===== config.mk =====
export PLATFORM = sky130hd
export DESIGN_NAME = fifo_wr_arbiter
export DESIGN_NICKNAME = d
export VERILOG_FILES = /design/src/rtl/fifo_wr_arbiter.sv
export SDC_FILE = /design/constraint.sdc
export NUM_CORES = 1
export LEC_CHECK = 0
export CAP_MARGIN = 0
export CORE_ASPECT_RATIO = 1.75
export CORE_MARGIN = 3
export CORE_UTILIZATION = 29
export DETAILED_ROUTE_END_ITERATION = 7
export PLACE_DENSITY = 0.86
export SETUP_SLACK_MARGIN = 0.5
export SLEW_MARGIN = 5
export SYNTH_ARGS = -nofsm -noshare
export SYNTH_HDL_FRONTEND = slang
export SYNTH_SLANG_ARGS = --single-unit

===== constraint.sdc =====
create_clock -name clk -period 2.05 [get_ports clk]
set_input_delay 0.41 -clock clk [delete_from_list [all_inputs] [get_ports clk]]
set_output_delay 0.41 -clock clk [all_outputs]
set_load 0.05 [all_outputs]

===== src/rtl/fifo_wr_arbiter.sv =====
// fifo_wr_arbiter: round-robin arbiter sharing one FIFO write port between
// NREQ valid/ready requesters. Each grant lasts up to BURST accepted words
// so that a requester's data lands contiguously in the FIFO. Every change
// of ownership passes through one IDLE cycle, which keeps grant_id clean.
module fifo_wr_arbiter #(
  parameter int NREQ  = 4,
  parameter int WIDTH = 32,
  parameter int BURST = 4
) (
  input  logic                      clk,
  input  logic                      rst_n,
  input  logic [NREQ-1:0]           req_valid,
  input  logic [NREQ*WIDTH-1:0]     req_data,
  output logic [NREQ-1:0]           req_ready,
  output logic [WIDTH-1:0]          fifo_wdata,
  output logic                      fifo_we,
  input  logic                      fifo_full,
  output logic [$clog2(NREQ)-1:0]   grant_id,
  output logic                      busy
);

  localparam int IDW = $clog2(NREQ);
  localparam int CW  = $clog2(BURST) + 1;
  localparam logic [CW-1:0]  CNT_LAST = CW'(BURST - 1);
  localparam logic [IDW-1:0] ID_MAX   = IDW'(NREQ - 1);

  typedef enum logic {
    IDLE  = 1'b0,
    GRANT = 1'b1
  } state_t;

  state_t         state;
  state_t         state_nxt;
  logic [IDW-1:0] owner;
  logic [IDW-1:0] owner_nxt;
  logic [IDW-1:0] last;
  logic [IDW-1:0] last_nxt;
  logic [CW-1:0]  count;
  logic [CW-1:0]  count_nxt;

  logic [IDW-1:0] pick;
  logic           pick_found;
  logic           owner_valid;
  logic [WIDTH-1:0] owner_data;
  logic           accept;
  logic           burst_done;

  // Index base+step modulo NREQ; step is 1..NREQ and base < NREQ, so one
  // conditional subtraction is enough even for non-power-of-2 NREQ.
  function automatic logic [IDW-1:0] wrap_idx(input logic [IDW-1:0] base,
                                               input int step);
    int s;
    s = int'(base) + step;
    if (s >= NREQ) s = s - NREQ;
    return IDW'(s);
  endfunction

  // Round-robin search: first valid requester after the previous owner.
  always_comb begin
    pick       = '0;
    pick_found = 1'b0;
    for (int k = 1; k <= NREQ; k++) begin
      if (!pick_found && req_valid[wrap_idx(last, k)]) begin
        pick       = wrap_idx(last, k);
        pick_found = 1'b1;
      end
    end
  end

  // Select the registered owner's valid and data.
  always_comb begin
    owner_valid = 1'b0;
    owner_data  = '0;
    for (int i = 0; i < NREQ; i++) begin
      if (owner == IDW'(i)) begin
        owner_valid = req_valid[i];
        owner_data  = req_data[i*WIDTH +: WIDTH];
      end
    end
  end

  // A word moves only while granted, the owner offers it and the FIFO has room.
  always_comb begin
    accept     = (state == GRANT) && owner_valid && !fifo_full;
    burst_done = accept && (count == CNT_LAST);
  end

  // State register: FSM state, owner, round-robin pointer and burst count.
  always_ff @(posedge clk or negedge rst_n) begin
    if (!rst_n) begin
      state <= IDLE;
      owner <= '0;
      last  <= ID_MAX;
      count <= '0;
    end else begin
      state <= state_nxt;
      owner <= owner_nxt;
      last  <= last_nxt;
      count <= count_nxt;
    end
  end

  // Next-state logic: grant in IDLE, release on full burst or owner drop.
  always_comb begin
    state_nxt = state;
    owner_nxt = owner;
    last_nxt  = last;
    count_nxt = count;
    case (state)
      IDLE: begin
        if (pick_found) begin
          state_nxt = GRANT;
          owner_nxt = pick;
          count_nxt = '0;
        end
      end
      GRANT: begin
        if (!owner_valid || burst_done) begin
          // Release: the owner becomes the lowest priority next round.
          state_nxt = IDLE;
          last_nxt  = owner;
          count_nxt = '0;
        end else if (accept) begin
          count_nxt = count + 1'b1;
        end
      end
      default: begin
        state_nxt = IDLE;
      end
    endcase
  end

  // Outputs: combinational from the registered owner while granted, else 0.
  always_comb begin
    busy       = 1'b0;
    grant_id   = '0;
    req_ready  = '0;
    fifo_we    = 1'b0;
    fifo_wdata = '0;
    if (state == GRANT) begin
      busy     = 1'b1;
      grant_id = owner;
      for (int i = 0; i < NREQ; i++) begin
        req_ready[i] = (owner == IDW'(i)) && !fifo_full;
      end
      fifo_we    = owner_valid && !fifo_full;
      fifo_wdata = owner_valid ? owner_data : '0;
    end
  end

endmodule


======== Yosys cells after proc, flatten, opt, wreduce, memory -nomap -nowiden ========
Index checks and enable logic that the tools add are counted.
storage, ports and cells
  flip-flop bits (word level) ............. 8
  bits of input ports ..................... 135
  output and inout bits ................... 40
  word-level logic and storage cells ...... 90
operators by class
  $add $sub $neg .......................... 9
  order comparisons ....................... 8
  equality and inequality tests ........... 6
  mux-type cells .......................... 41
  bitwise operators ....................... 1
  reduce and logical (&&, ||, !) cells .... 21
operator list
  cell                 count
  $mux 32              6
  $mux 2               9
  $mux 1               16
  $lt 2x3->1 const B   4
  $logic_and 1x1->1    11
  $ge 3x3->1 const B   3
  $mux 3               3
  $bmux 1 s2           4
  $sub 2x1->2 const B  4
  $add 2x2->3 const B  2
  $pmux 3 s2           1
  $reduce_and 2->1     3
  $logic_not 1->1      5
  $add 2x3->4 const B  1
  $eq 2x2->1 const B   2
  $ge 4x3->1 const B   1
  $mux 4               1
  $add 2x1->3 const B  1
  $add 3x1->3 const B  1
  $eq 3x2->1 const B   1
  $ne 3x1->1 const B   1
  $eq 2x1->1 const B   1
  $logic_not 2->1      1
  $ne 2x2->1 const B   1
  other kinds (3)      3

======== Depth between registers and ports, before layout ========
  word-level depth ........................ 17
  mapped depth ............................ 5
  mapped depth without buffers ............ 5

======== Worst setup path before layout ========
Ideal clock, no wire load.
  path kind ............................... reg2out
  start point ............................. register state
  end point ............................... output port req_ready[1]
  data arrival time ....................... 2.684 ns
  required time ........................... 1.640 ns
  slack ................................... -1.044 ns
  cell stages (with the launch flop) ...... 4
  path buffers ............................ 1
  cell sequence ........................... dfrtp_1 > clkbuf_1 > inv_1 > nor4b_1
on the way
  cells in the longest elaborated chain, start to end .. 1
ends and longest elaborated chain
  what                      line  text
  start: declaration        32    state_t state;
  start signal: assignment  96    state <= state_nxt;
  $mux 4                    140   if (state == GRANT) begin
  end: declaration          14    output logic [NREQ-1:0] req_ready,
No other way between the ends.

======== Final worst setup path ========
  start point ............................. input port req_valid[0]
  end point ............................... output port fifo_wdata[4]
on the way
  cells in the longest elaborated chain, start to end .. 6
ends and longest elaborated chain
  what                  line  text
  start: declaration    12    input logic [NREQ-1:0] req_valid,
  $mux 1 (4 in series)  75    if (owner == IDW'(i)) begin
  $mux 32               147   fifo_wdata = owner_valid ? owner_data : '0;
  $mux 32               140
  end: declaration      15    output logic [WIDTH-1:0] fifo_wdata,
No other way between the ends.

==> results.yml <==
critical_path:
  cp_cell_sequence: "dlygate4sd2_1 > mux4_2 > buf_6 > bufbuf_16 > and3_4 > buf_12"
  crit_fanout: 5
  cpPeakStageDelay_ps: 510
  r2r_start: "owner[0]"
  path_class: "in2out"
  cp.required_ps: 1640
  cp-end-kind: "primary output"
  critPathLaunchType: "input port"
  r2r_end: "last[0]"
  rr_worst_depth: 9
  rrSetupSlack_ps: -190
  arrival_ps: 1900
  crit_slowest_cell: "mux4_2"
cells_and_area:
  design_area_mm2: 0.00446
  drive_above_1_share_pct: 49.2
  insertedDiodeCount: 0
  fin_cells: 401
  fillers: 277
  finish.net_count: 465
  area_delta_synth_final_pct: 180
route:
  first_iter_violations: 60
  routed_wirelength_um: 8960
  dr_total_vias: 2147
  drtPass1Iterations: 4
  drc: 0
  avgRoutedWirePerCell_um: 22.3
  via_per_inst: 5.35
  ant_nets: 0
sta:
  hold_ws_ps: 456
  finalSetupViolCount: 39
  max-slew-margin-rel_pct: 75.8
  finalCriticalPeriod_ps: 2310
  rsz0062_at_grt: "true"
  final.period_utilization_pct: 113
  hold_viol: 0
  fmax_mhz: 432
  slew_violations: 0
  skew_ps: 1.49
  worstMarginPinSlew_ps: 362
  fin_ws_ps: -263
run_status:
  violations: "negative setup slack"
  outcome: "complete, but fails checks"
floorplanning:
  coreArea_mm2: 0.00530
  rows: 35
  io_pins: 175
  die_h_um: 104
  dieArea_mm2: 0.00644
  die_w_um: 62.0
  initial_core_util_pct: 30.0
power:
  powerDensity_mw_per_mm2: 1510
  peakVddDrop_mv: 1.09
  power.leakage_nw: 1.75
clock_tree:
  clockBufferDepth: 2
  cts_root_buf: "clkbuf_8"
  clk_pin_slew_worst_paths_ps: 40
  cts_tree: "done"
  clk_latency_ps: 230
  htree_levels: 1
  cts_buffers: 3
  clkSinkCount: 8
  holdBufCountCts: 0
yosys:
  synth.yosys.seq_area_share_pct: 12.7
  syn_inst: 133
  synth_nets: 270
  synthFlopType: "dfrtp_1"
  ys_ff_latch: 8
  synth.cell_area_mm2: 0.00159
  async_reset_ff_share_pct: 100
  syn_area_per_cell_um2: 12.0
  synth_top_area_share_pct: 46.7
  synth.area.top_cells: "mux4_2, and3_1, dfrtp_1"
  synth_warnings: 0
  synth_edf_count: 0
  ys_types: 35
  synth_top_area_cell: "mux4_2"
global_routing:
  grt_pass1_vias: 2349
  grt_first_pass_wirelength_um: 13000
  grt_use_total_pct: 27.5
  grt-ovfl-total: 0
  grt_antenna_before_repair: 0
  grt_max_degree: 30
place:
  place_hpwl_um: 6660
  gp_congestion: 0.847
  placed_cell_area_mm2: 0.00404
  pre_cts_ws_ps: -287
  dp.cells: 379
  portBuffers: 174
job:
  maxCapViolCount: 0
min_path:
  min_path_type: "in2async"
routing by layer:
metal  wire, µm  track usage, %
met3        597            4.72
met2       5140            51.1
met1       2680            27.0
met5          0               0
met4        540            12.1
cells by family (layout without fill, tap and decap cells):
group	count (synthesis)	after routing	synth area share, %
AOI/OAI and AO/OA	10	10	4.72
adders and majority gates	2	2	1.57
buffers and inverters	21	215	8.65
DFF	8	8	12.7
muxes	39	39	50.7
and+or+nand+nor	53	53	21.6
final cells by class:
class,count,area (µm²),share of cell area [%]
Inverter,4,15.0,0.337
Clock buffer,4,45.0,1.01
Multi-Input combinational cell,104,1500,33.7
Timing Repair Buffer,207,2600,58.2
Sequential cell,8,206,4.63
Tap cell,74,92.6,2.08
cells in the mapped netlist (2+ instances only):
| cell type | number |
|---|---|
| dfstp_2 | 2 |
| buf_6 | 6 |
| o21ai_0 | 2 |
| a21oi_1 | 2 |
| clkbuf_1 | 6 |
| buf_2 | 4 |
| mux4_2 | 33 |
| mux2i_1 | 4 |
| nand4_1 | 2 |
| inv_1 | 4 |
| nor3_1 | 2 |
| dfrtp_1 | 6 |
| and2_1 | 3 |
| ha_1 | 2 |
| mux2_1 | 2 |
| nand2b_1 | 3 |
| and3_1 | 32 |
critical path: cells and delay by family:
kind | cells | cell delay [ps]
buffers and inverters | 4 | 810
multiplexers | 1 | 510
AND/OR/NAND/NOR | 1 | 170
power by group:
| part | switching [mW] | total, mW | internal [mW] | leakage (nW) |
|---|---|---|---|---|
| registers | 0.0882 | 0.337 | 0.249 | 0.0933 |
| clock network | 0.0677 | 0.203 | 0.135 | 0.0228 |
| logic | 2.79 | 6.18 | 3.39 | 1.63 |
| total | 2.94 | 6.72 | 3.78 | 1.75 |
registers in the layout, summed over array words and instances, names as in the netlist:
signal	flops
count	3
last	2
owner	2
state	1
what timing repair did:
action	in CTS	in global routing
pin swaps	10	4
gates resized for setup	36	4
endpoints found under the hold margin	0	0
cloned	4	2
buffers inserted	10	2
endpoints found under the setup margin	45	45
metrics by stage:
stage               TNS (ps)  total power, mW  util [%]
global placement       -8100             5.55      76.2
floorplan                  0             3.50         -
global route          -10130             7.00      84.2
detailed placement     -9360             5.65      76.2
CTS                    -8240             6.57      82.6
finish                 -8900             6.72      84.2
how the worst max path moves through the flow:
stage	start	to	slack [ps]
floorplan	owner[0]	fifo_wdata[28]	70
global placement	req_valid[3]	fifo_wdata[12]	-240
detailed placement	req_valid[2]	fifo_wdata[10]	-290
CTS	owner[0]	fifo_wdata[5]	-260
global route	owner[0]	fifo_wdata[2]	-290
finish	req_valid[0]	fifo_wdata[4]	-260
placed cells by master (no fill, tap or decap), types with 4 or more instances in the layout:
| master | count |
|---|---|
| clkdlybuf4s50_1 | 129 |
| buf_12 | 44 |
| mux4_2 | 33 |
| and3_4 | 32 |
| buf_4 | 13 |
| buf_6 | 9 |
| mux2i_1 | 4 |
No activity file was read; power rests on OpenSTA's default activity.
